**config.mk**
```make
export PLATFORM = sky130hd
export DESIGN_NAME = mult_rr_scheduler
export DESIGN_NICKNAME = d
export VERILOG_FILES = /design/src/rtl/mult_pkg.sv /design/src/rtl/mult_rr_scheduler_arbiter.sv /design/src/rtl/mult_rr_scheduler.sv
export SDC_FILE = /design/constraint.sdc
export NUM_CORES = 1
export LEC_CHECK = 0
export ABC_AREA = 0
export CORE_AREA = 2 2 179 181
export CTS_CLUSTER_SIZE = 25
export DETAILED_ROUTE_END_ITERATION = 7
export DIE_AREA = 0 0 181 183
export GPL_ROUTABILITY_DRIVEN = 0
export PLACE_DENSITY = 0.56
export SETUP_SLACK_MARGIN = 0.5
export SYNTH_ARGS = -nofsm -noshare
export SYNTH_HDL_FRONTEND = slang
export SYNTH_SLANG_ARGS = --single-unit
```
**constraint.sdc**
```tcl
create_clock -name clock -period 3.65 [get_ports clock]
set_input_delay 0.365 -clock clock [delete_from_list [all_inputs] [get_ports clock]]
set_output_delay 0.365 -clock clock [all_outputs]
set_load 0.01 [all_outputs]
```
**src/rtl/mult_pkg.sv**
```systemverilog
// mult_pkg: shared defaults, clog2 helper and in-flight tag type for the multiplier scheduler
package mult_pkg;
  localparam int DEF_WIDTH   = 32;
  localparam int DEF_NREQ    = 4;
  localparam int DEF_MUL_LAT = 1;
  localparam int MAX_TAGW    = 8;
  function automatic int clog2(input int n);
    int r;
    r = 0;
    while ((1 << r) < n) r++;
    return r;
  endfunction
  // owner is sized for the largest supported requester count; upper bits stay zero
  typedef struct packed {
    logic                vld;
    logic [MAX_TAGW-1:0] owner;
  } tag_t;
endpackage

```
**src/rtl/mult_rr_scheduler_arbiter.sv**
```systemverilog
// rr_arbiter: round-robin pointer with combinational one-hot grant and winner index
module rr_arbiter
  import mult_pkg::*;
#(
  parameter  int NREQ = DEF_NREQ,
  localparam int TAGW = clog2(NREQ)
) (
  input  logic            clock,
  input  logic            reset,
  input  logic [NREQ-1:0] req,
  output logic [NREQ-1:0] grant,
  output logic [TAGW-1:0] win,
  output logic            any
);
  logic [TAGW-1:0] ptr;
  logic            found;
  int              j;
  always_comb begin
    found = 1'b0;
    win   = ptr;
    j     = 0;
    for (int i = 0; i < NREQ; i++) begin
      j = int'(ptr) + i;
      j = (j >= NREQ) ? j - NREQ : j;
      if (!found && req[j]) begin
        found = 1'b1;
        win   = TAGW'(j);
      end
    end
    any   = found && !reset;
    grant = any ? NREQ'(1) << win : '0;
  end
  always_ff @(posedge clock or posedge reset)
    if (reset) ptr <= '0;
    else if (any) ptr <= (win == TAGW'(NREQ - 1)) ? '0 : win + 1'b1;
endmodule

```
**src/rtl/mult_rr_scheduler.sv**
```systemverilog
// mult_rr_scheduler: round-robin sharing of one pipelined multiplier, returning
// each product to the requester that issued it
module mult_rr_scheduler
  import mult_pkg::*;
#(
  parameter  int WIDTH   = DEF_WIDTH,
  parameter  int NREQ    = DEF_NREQ,
  parameter  int MUL_LAT = DEF_MUL_LAT,
  localparam int TAGW    = clog2(NREQ)
) (
  input  logic                  clock,
  input  logic                  reset,
  input  logic [NREQ-1:0]       req_valid,
  output logic [NREQ-1:0]       req_ready,
  input  logic [NREQ*WIDTH-1:0] req_dataa,
  input  logic [NREQ*WIDTH-1:0] req_datab,
  output logic [WIDTH-1:0]      mul_dataa,
  output logic [WIDTH-1:0]      mul_datab,
  input  logic [WIDTH-1:0]      mul_dataoutl,
  input  logic [WIDTH-1:0]      mul_dataouth,
  output logic [NREQ-1:0]       rsp_valid,
  output logic [WIDTH-1:0]      rsp_datal,
  output logic [WIDTH-1:0]      rsp_datah,
  output logic                  busy
);
  logic [TAGW-1:0] win;
  logic            any;
  tag_t            tags [MUL_LAT+1];
  tag_t            tail;
  rr_arbiter #(.NREQ(NREQ)) u_arb (
    .clock(clock),
    .reset(reset),
    .req  (req_valid),
    .grant(req_ready),
    .win  (win),
    .any  (any)
  );
  // tags[0] travels with mul_dataa/b; tags[MUL_LAT] lines up with the product
  always_ff @(posedge clock or posedge reset)
    if (reset) begin
      mul_dataa <= '0;
      mul_datab <= '0;
      for (int k = 0; k <= MUL_LAT; k++) tags[k] <= '0;
    end else begin
      if (any) begin
        mul_dataa <= req_dataa[int'(win)*WIDTH +: WIDTH];
        mul_datab <= req_datab[int'(win)*WIDTH +: WIDTH];
      end
      tags[0] <= '{vld: any, owner: MAX_TAGW'(win)};
      for (int k = 1; k <= MUL_LAT; k++) tags[k] <= tags[k-1];
    end
  always_comb begin
    busy = 1'b0;
    for (int k = 0; k <= MUL_LAT; k++) busy = busy | tags[k].vld;
  end
  assign tail      = tags[MUL_LAT];
  assign rsp_valid = tail.vld ? NREQ'(1) << tail.owner : '0;
  assign rsp_datal = tail.vld ? mul_dataoutl : '0;
  assign rsp_datah = tail.vld ? mul_dataouth : '0;
endmodule

```
==> flow_metrics.py, run 1 <==
metrics = {
    "run_status": {
        "outcome": "complete, no violations",
    },
    "global_route": {
        "grt_pass1_wl_um": 39600,
        "grt_pass1_vias": 6369,
        "use_met2_pct": 27.3,
        "grt_util_met1_pct": 17.9,
        "grt_max_degree": 69,
        "grt_usage_pct": 15.6,
        "overflow": 0,
        "antenna_found_initial": 0,
        "use_met3_pct": 4.67,
        "grt_busiest_layer": "met2",
    },
    "sta": {
        "period_share_pct": 83.1,
        "hold_slack_ps": 349,
        "fin_ws_ps": 616,
        "rsz0062_at_grt": "false",
        "worst_pin_slew_ps": 957,
        "final.setup_skew_ps": 8.75,
        "maxSlewViolCount": 0,
        "setup_tns_ps": 0,
        "clock.fmax_mhz": 330,
        "hold_viol_final": 0,
        "fin_crit_ps": 3030,
        "slew_headroom_pct": 36.1,
        "setup_viol": 0,
    },
    "clock_network": {
        "insertion_delay_ps": 340,
        "cts.path.max_buffers": 2,
        "cts.reportedPaths.clkPinSlew_ps": 60,
        "htreeDepth": 3,
        "root_buffer": "clkbuf_16",
        "holdBufCountCts": 0,
        "clock-sinks": 72,
        "cts_tree": "done",
        "cts_buffers": 9,
    },
    "logic_synthesis": {
        "synth_top_flop_cell": "dfrtp_1",
        "ys_ff_latch": 72,
        "synth_top_area_share_pct": 35.0,
        "synth_edf_count": 0,
        "ys_warn_count": 0,
        "synth_most_common_cell": "dfrtp_1",
        "synth_cell_types": 38,
        "synth_common_cells": "dfrtp_1 (72), and2_1 (66)",
        "synth_async_sr_flop_share_pct": 100,
        "synth_nets": 885,
        "syn_area_um2": 5140,
        "syn-mean-instance-area_um2": 9.21,
        "ys_top_cells_by_area": "dfrtp_1 (35%), a221o_1 (12%), and2_1 (8.0%), mux2_1 (7.0%), mux2_2 (7.0%)",
        "ys_seq_area_share_pct": 35.0,
        "synthCells": 558,
        "yosysTopAreaCell": "dfrtp_1",
    },
    "layout": {
        "diodes": 0,
        "area_growth_pct": 103,
        "fin_util_pct": 33.4,
        "drive_above_1_share_pct": 7.89,
        "design_area_um2": 10400,
        "nets": 1310,
        "stdcell_count": 1390,
    },
    "critical_path": {
        "path_cells": "clkdlybuf4s50_1 > and2b_1 > o21ba_1 > a2111o_2 > nor2_2 > clkdlybuf4s50_1",
        "worst_ep_arrival_time_ps": 2670,
        "r2r.worst_path.cells": 6,
        "cp_common_cell": "clkdlybuf4s50_1",
        "r2r-end": "mul_datab[2]$_DFFE_PP0P_",
        "r2r-start": "u_arb.ptr[1]$_DFFE_PP0P_",
        "end_kind": "output pin",
        "cp-start-kind": "input pin",
        "critPathRequiredTime_ps": 3280,
        "crit_type": "input pin to output pin",
        "rrSetupSlack_ps": 1020,
        "max_stage_delay_ps": 590,
        "slowest_stage": "clkdlybuf4s50_1",
        "cp_max_fo": 5,
    },
    "power": {
        "p_int_mw": 3.37,
        "seq_power_share_pct": 25.8,
        "powerDensity_nw_per_um2": 510,
        "pwr-share-comb_pct": 55.1,
        "vdd_drop_max_mv": 0.198,
        "total_power_mw": 5.32,
        "swShare_pct": 36.7,
        "pwr-share-clk_pct": 19.1,
        "power_leakage_nw": 3.98,
        "power.switching_mw": 1.95,
    },
    "placed_design": {
        "hpwl_um": 19300,
        "place_ws_ps": 391,
        "portBuffers": 462,
        "dp_cells": 1374,
        "place_area_um2": 10100,
    },
    "floorplan": {
        "core_um2": 31200,
        "initial_core_util_pct": 16.5,
        "die_area_um2": 33100,
        "die_w_um": 181,
        "dieHeight_um": 183,
        "placementRows": 65,
        "io_pins": 463,
    },
    "run": {
        "max_cap_violations": 0,
    },
    "drt": {
        "via_per_inst": 4.53,
        "route.detailed.drc": 0,
        "wirelength_um": 27100,
        "ant_nets": 0,
        "drtIter0Drc": 209,
        "wl_per_cell_um": 19.5,
        "first_pass_iters": 4,
        "vias": 6290,
    },
    "worst_hold_path": {
        "whs_endpoint": "tags[1]$_DFF_PP0_",
        "hp-start": "tags[10]$_DFF_PP0_",
        "hold_depth": 0,
        "hold_class": "flip-flop to flip-flop",
    },
}
## cells in the final DEF, fill, tap and decap left out, drive strengths merged, types with 3 or more instances in the layout
master,count
buf,15
a221o,64
and2,66
nor2,5
clkinv,4
clkbuf,11
nor2b,3
mux2,64
nand3,64
nand2,6
o21ai,65
clkdlybuf4s50,461
dfrtp,72
a21oi,64
## sequential cells by signal (all words and copies together) (netlist names)
name	count
mul_dataa	32
mul_datab	32
tags	6
u_arb.ptr	2
## cells by family (layout without fill, tap and decap cells)
| group | after synthesis | in the layout | synth area share (%) |
|---|---|---|---|
| AOI/OAI and AO/OA | 204 | 204 | 27.3 |
| and+or+nand+nor | 151 | 151 | 16.6 |
| DFF | 72 | 72 | 35.0 |
| buffers and inverters | 66 | 496 | 6.72 |
| muxes | 64 | 64 | 14.0 |
| adders and majority gates | 1 | 1 | 0.243 |
## worst max-delay path by stage
stage | start | end | slack, ps
5_1_grt | req_valid[0] | req_ready[3] | 510
3_3_place_gp | req_valid[3] | req_ready[3] | 420
6_report | req_valid[0] | req_ready[1] | 620
4_1_cts | req_valid[3] | req_ready[3] | 530
2_1_floorplan | u_arb.ptr[1]$_DFFE_PP0P_ | mul_dataa[10]$_DFFE_PP0P_ | 1380
3_5_place_dp | req_valid[3] | req_ready[3] | 390
## power groups by stage
| stage | Combinational (mW) | Sequential [mW] | Clock [mW] |
|---|---|---|---|
| after floorplan | 1.30 | 1.48 | 0 |
| after global routing | 3.13 | 1.43 | 1.09 |
| after detailed placement | 2.97 | 1.37 | 0 |
| final | 2.93 | 1.38 | 1.02 |
| after CTS | 2.97 | 1.37 | 1.07 |
| after global placement | 2.96 | 1.38 | 0 |
## critical path: cells and delay by family
| kind | cells | cell delay, ps |
|---|---|---|
| AO/OA/AOI/OAI | 2 | 760 |
| buffers and inverters | 2 | 1110 |
| AND/OR/NAND/NOR | 2 | 420 |
## layer usage
metal / routed length [µm] / vias to the layer above
met5: 0 / -
met4: 788 / 0
met3: 2260 / 37
met2: 13200 / 326
met1: 10900 / 2977
li1: - / 2950
## final cells by class
| cell class | instances | area, µm² |
|---|---|---|
| clock buffer | 11 | 253 |
| clock inverter | 5 | 78.8 |
| fill | 3215 | 20800 |
| inverter | 3 | 12.5 |
| multi-input combinational | 420 | 3020 |
| sequential | 72 | 1800 |
| tap | 402 | 503 |
| timing repair buffer | 477 | 4770 |
## what timing repair did
item,4_1_cts,5_1_grt
setup endpoints to repair,2,1
resized for setup,2,2
setup buffers,0,0
pin swaps,0,0
(Power assumes the default switching activity.)
==> run 2: changes to the inputs <==
Clock period 3.65 ns to 2.8 ns, I/O delays scaled along.
==> flow_metrics.py, run 2 (synthesis gave the netlist of run 1 again) <==
metrics = {
    "sta": {
        "clock.fmax_mhz": 433,
        "period_share_pct": 82.6,
        "hold_viol_final": 0,
        "setup_tns_ps": 0,
        "slew_headroom_pct": 59.8,
        "maxSlewViolCount": 0,
        "final.setup_skew_ps": 13.1,
        "worst_pin_slew_ps": 604,
        "setup_viol": 0,
        "fin_crit_ps": 2310,
        "rsz0062_at_grt": "true",
    },
    "critical_path": {
        "end_kind": "flip-flop",
        "crit_type": "flip-flop to flip-flop",
        "critPathRequiredTime_ps": 3030,
        "worst_ep_arrival_time_ps": 2540,
        "r2r.worst_path.cells": 8,
        "cp-start-kind": "flip-flop",
        "cp_max_fo": 5,
        "crit_start": "u_arb.ptr[1]$_DFFE_PP0P_",
        "rrSetupSlack_ps": 490,
        "setup.worst_path.end": "mul_dataa[13]$_DFFE_PP0P_",
        "r2r-start": "u_arb.ptr[1]$_DFFE_PP0P_",
        "r2r-end": "mul_dataa[13]$_DFFE_PP0P_",
    },
    "floorplan": {
        "die_area_um2": 33100,
        "io_pins": 463,
        "die_w_um": 181,
        "initial_core_util_pct": 16.5,
        "placementRows": 65,
        "core_um2": 31200,
        "dieHeight_um": 183,
    },
    "global_route": {
        "grt_usage_pct": 15.9,
        "overflow": 0,
        "grt_pass1_vias": 6705,
        "grt_pass1_wl_um": 40300,
        "antenna_found_initial": 0,
        "grt_max_degree": 73,
    },
    "layout": {
        "reg_top3": "mul_dataa: 32 flops, mul_datab: 32 flops, tags: 6 flops",
        "design_area_um2": 10800,
        "area_growth_pct": 110,
        "nets": 1337,
        "layout_commonest_cell": "clkdlybuf4s50_1",
        "drive_above_1_share_pct": 11.8,
        "diodes": 0,
        "fillers": 3195,
        "final_cell_mix": "clkdlybuf4s50_1 (455), dfrtp_1 (72)",
    },
    "power": {
        "powerDensity_nw_per_um2": 681,
        "power_leakage_nw": 4.19,
        "vdd_drop_max_mv": 0.357,
    },
    "clock_network": {
        "insertion_delay_ps": 350,
        "holdBufCountCts": 0,
        "cts_buffers": 9,
        "htreeDepth": 3,
        "cts.reportedPaths.clkPinSlew_ps": 70,
        "cts.path.max_buffers": 2,
        "cts_tree": "done",
        "root_buffer": "clkbuf_16",
        "clock-sinks": 72,
    },
    "placed_design": {
        "hpwl_um": 19900,
        "portBuffers": 462,
        "place_area_um2": 10300,
    },
    "drt": {
        "wirelength_um": 27900,
        "via_per_inst": 4.54,
        "vias": 6426,
        "route.detailed.drc": 0,
        "ant_nets": 0,
        "drtIter0Drc": 291,
        "first_pass_iters": 4,
        "wl_per_cell_um": 19.7,
    },
    "worst_hold_path": {
        "hold_class": "flip-flop to flip-flop",
        "hp-start": "tags[10]$_DFF_PP0_",
    },
    "run": {
        "max_cap_violations": 0,
    },
    "run_status": {
        "outcome": "complete, no violations",
    },
}
run 2: timing repair:
action / 4_1_cts / 5_1_grt
cloned: 0 / 1
pin swaps: 3 / 3
resized for setup: 18 / 31
endpoints found under the setup margin: 35 / 68
setup buffers: 7 / 3
run 2: layout make-up:
| class | count | area [µm²] | share of cell area (%) |
|---|---|---|---|
| multi-input cells | 420 | 3060 | 28.4 |
| clock buffers | 10 | 239 | 2.21 |
| inverters | 3 | 12.5 | 0.116 |
| clock inverters | 5 | 104 | 0.962 |
| well taps | 402 | 503 | 4.66 |
| repair buffers | 504 | 5070 | 47.0 |
| flip-flops and latches | 72 | 1800 | 16.7 |
run 2: where the power goes:
part | internal, mW | switching [mW]
logic | 2.33 | 1.82
registers | 1.49 | 0.290
clock network | 0.894 | 0.521
total | 4.71 | 2.64
run 2: worst min-delay path by stage:
| stage | cells after the start | slack, ps | endpoint |
|---|---|---|---|
| finish | 0 | 350 | tags[1]$_DFF_PP0_ |
| floorplan | 0 | 330 | tags[0]$_DFF_PP0_ |
| global placement | 0 | 330 | tags[1]$_DFF_PP0_ |
| CTS | 0 | 360 | tags[1]$_DFF_PP0_ |
| global route | 0 | 360 | tags[0]$_DFF_PP0_ |
| detailed placement | 0 | 350 | tags[1]$_DFF_PP0_ |
run 2: metal layers:
layer  vias to the layer above  part of all wire, %  global-route usage (%)
met5                         -                    0                       0
met2                       338                   49                    27.9
met1                      3048                   40                    18.6
met3                        39                  8.4                    4.55
met4                         0                  2.6                    5.63
li1                       3001                    -                       -
run 2: stage by stage:
| step | power [mW] | setup slack [ps] | hold slack, ps | std cells | util [%] |
|---|---|---|---|---|---|
| 2_1_floorplan | 3.63 | 531 | 331 | 558 | - |
| 3_3_place_gp | 5.77 | 95.9 | 332 | 1390 | 32.9 |
| 3_5_place_dp | 5.77 | 73.6 | 350 | 1390 | 32.9 |
| 4_1_cts | 7.30 | 450 | 360 | 1412 | 34.2 |
| 5_1_grt | 7.78 | 415 | 361 | 1416 | 34.6 |
| 6_report | 7.35 | 488 | 354 | 1416 | 34.6 |
run 2: critical path: stages (launching register included):
cell and delay [ps]:
dfrtp_1 410, nor2b_4 140, a2111o_2 510, nand2_4 150, buf_12 150, buf_4 110
buf_4 100, mux2_1 310, a221o_1 330
==> run 3: changes to the inputs <==
Clock period 2.8 ns to 2.2 ns, I/O delays scaled along.
==> flow_metrics.py, run 3 (synthesis gave the netlist of run 1 again) <==
metrics = {
    "global_route": {
        "grt_max_degree": 44,
        "overflow": 0,
        "antenna_found_initial": 0,
        "grt_pass1_wl_um": 42100,
        "grt_pass1_vias": 6851,
        "grt_usage_pct": 16.8,
    },
    "power": {
        "powerDensity_nw_per_um2": 868,
        "power_leakage_nw": 4.77,
        "vdd_drop_max_mv": 0.504,
    },
    "floorplan": {
        "core_um2": 31200,
        "placementRows": 65,
        "dieHeight_um": 183,
        "io_pins": 463,
        "die_area_um2": 33100,
        "die_w_um": 181,
        "initial_core_util_pct": 16.5,
    },
    "sta": {
        "fin_crit_ps": 2220,
        "hold_viol_final": 0,
        "final.setup_skew_ps": 18.2,
        "clock.fmax_mhz": 450,
        "setup_tns_ps": -185,
        "rsz0062_at_grt": "true",
        "slew_headroom_pct": 63.0,
        "setup_viol": 23,
        "hold_slack_ps": 271,
        "period_share_pct": 101,
        "fin_ws_ps": -24.1,
        "maxSlewViolCount": 0,
        "worst_pin_slew_ps": 554,
    },
    "clock_network": {
        "insertion_delay_ps": 350,
        "htreeDepth": 3,
        "root_buffer": "clkbuf_16",
        "cts_tree": "done",
        "cts.reportedPaths.clkPinSlew_ps": 70,
        "cts.path.max_buffers": 2,
        "holdBufCountCts": 0,
        "clock-sinks": 72,
        "cts_buffers": 9,
    },
    "placed_design": {
        "portBuffers": 462,
        "place_area_um2": 10500,
        "dp_cells": 1400,
        "hpwl_um": 20500,
    },
    "critical_path": {
        "slowest_stage": "a2111o_2",
        "worst_ep_arrival_time_ps": 2450,
        "cp_max_fo": 9,
        "max_stage_delay_ps": 490,
        "crit_family": "compound AO/OA/AOI/OAI gates",
        "path_buf_inv": 2,
        "end_kind": "flip-flop",
        "path_cells": "nor2b_4 > a2111o_2 > nand2_8 > buf_16 > buf_12 > mux2_4 > a221o_1",
        "crit_type": "flip-flop to flip-flop",
        "critPathRequiredTime_ps": 2430,
        "cp-start-kind": "flip-flop",
    },
    "run": {
        "max_cap_violations": 0,
    },
    "layout": {
        "area_growth_pct": 121,
        "final_cell_mix": "clkdlybuf4s50_1 (386), dfrtp_1 (70), o21ai_0 (64), nand3_1 (64), a221o_1 (64)",
        "design_area_um2": 11400,
        "fin_util_pct": 36.4,
        "fillers": 3180,
        "reg_top3": "mul_dataa: 32 flops, mul_datab: 32 flops, tags: 6 flops",
        "drive_above_1_share_pct": 23.1,
        "nets": 1369,
        "layout_commonest_cell": "clkdlybuf4s50_1",
        "stdcell_count": 1450,
    },
    "drt": {
        "route.detailed.drc": 0,
        "wirelength_um": 29700,
        "wl_per_cell_um": 20.5,
        "drtIter0Drc": 261,
        "vias": 6660,
        "via_per_inst": 4.59,
        "ant_nets": 0,
        "first_pass_iters": 5,
    },
    "worst_hold_path": {
        "hold_class": "input pin to async pin",
    },
    "run_status": {
        "violations": "negative setup slack",
        "outcome": "finished with violations",
    },
}
==> run 3: timing repair <==
item | CTS | global route
resized for setup | 300 | 61
setup endpoints to repair | 138 | 97
pin swaps | 5 | 37
cloned | 6 | 7
buffers inserted | 17 | 3
==> run 3: power breakdown <==
part           internal [mW]  switching (mW)  total, mW
combinational           3.57            2.58       6.15
clock                  0.766           0.678       1.44
sequential              1.90           0.375       2.27
total                   6.23            3.63       9.86
==> run 3: layout make-up <==
class | instances | area (µm²) | share of cell area [%]
Clock inverter | 7 | 47.5 | 0.419
Tap cell | 402 | 503 | 4.43
Clock buffer | 9 | 225 | 1.98
Antenna cell | 1 | 2.50 | 0.0220
Sequential cell | 72 | 1800 | 15.9
Multi-Input combinational cell | 420 | 3330 | 29.3
Timing Repair Buffer | 536 | 5430 | 47.8
Inverter | 3 | 15.0 | 0.132
==> run 3: final timing paths <==
kind | startpoint | slack, ps | endpoint | cells past startpoint
max | u_arb.ptr[1]$_DFFE_PP0P_ | -20 | mul_dataa[7]$_DFFE_PP0P_ | 7
min | reset | 270 | mul_dataa[0]$_DFFE_PP0P_ | 2
max reg2reg | u_arb.ptr[1]$_DFFE_PP0P_ | -20 | mul_dataa[7]$_DFFE_PP0P_ | 7
min reg2reg | tags[10]$_DFF_PP0_ | 350 | tags[1]$_DFF_PP0_ | 0
max in group asynchronous | reset | 1330 | mul_datab[9]$_DFFE_PP0P_ | 3
min in group clock | tags[10]$_DFF_PP0_ | 350 | tags[1]$_DFF_PP0_ | 0
==> run 3: per-layer routing <==
layer,share of wire (%),GRT usage (%)
met4,3.2,6.80
met2,49,29.4
met1,40,19.1
met5,0,0
met3,8.2,5.22
==> run 3: through the flow <==
| stage | power, mW | worst slack [ps] |
|---|---|---|
| floorplan | 4.74 | 38.5 |
| global placement | 7.55 | -499 |
| detailed placement | 7.58 | -508 |
| CTS | 9.65 | -79.0 |
| global route | 10.5 | -94.0 |
| finish | 9.86 | -24.1 |
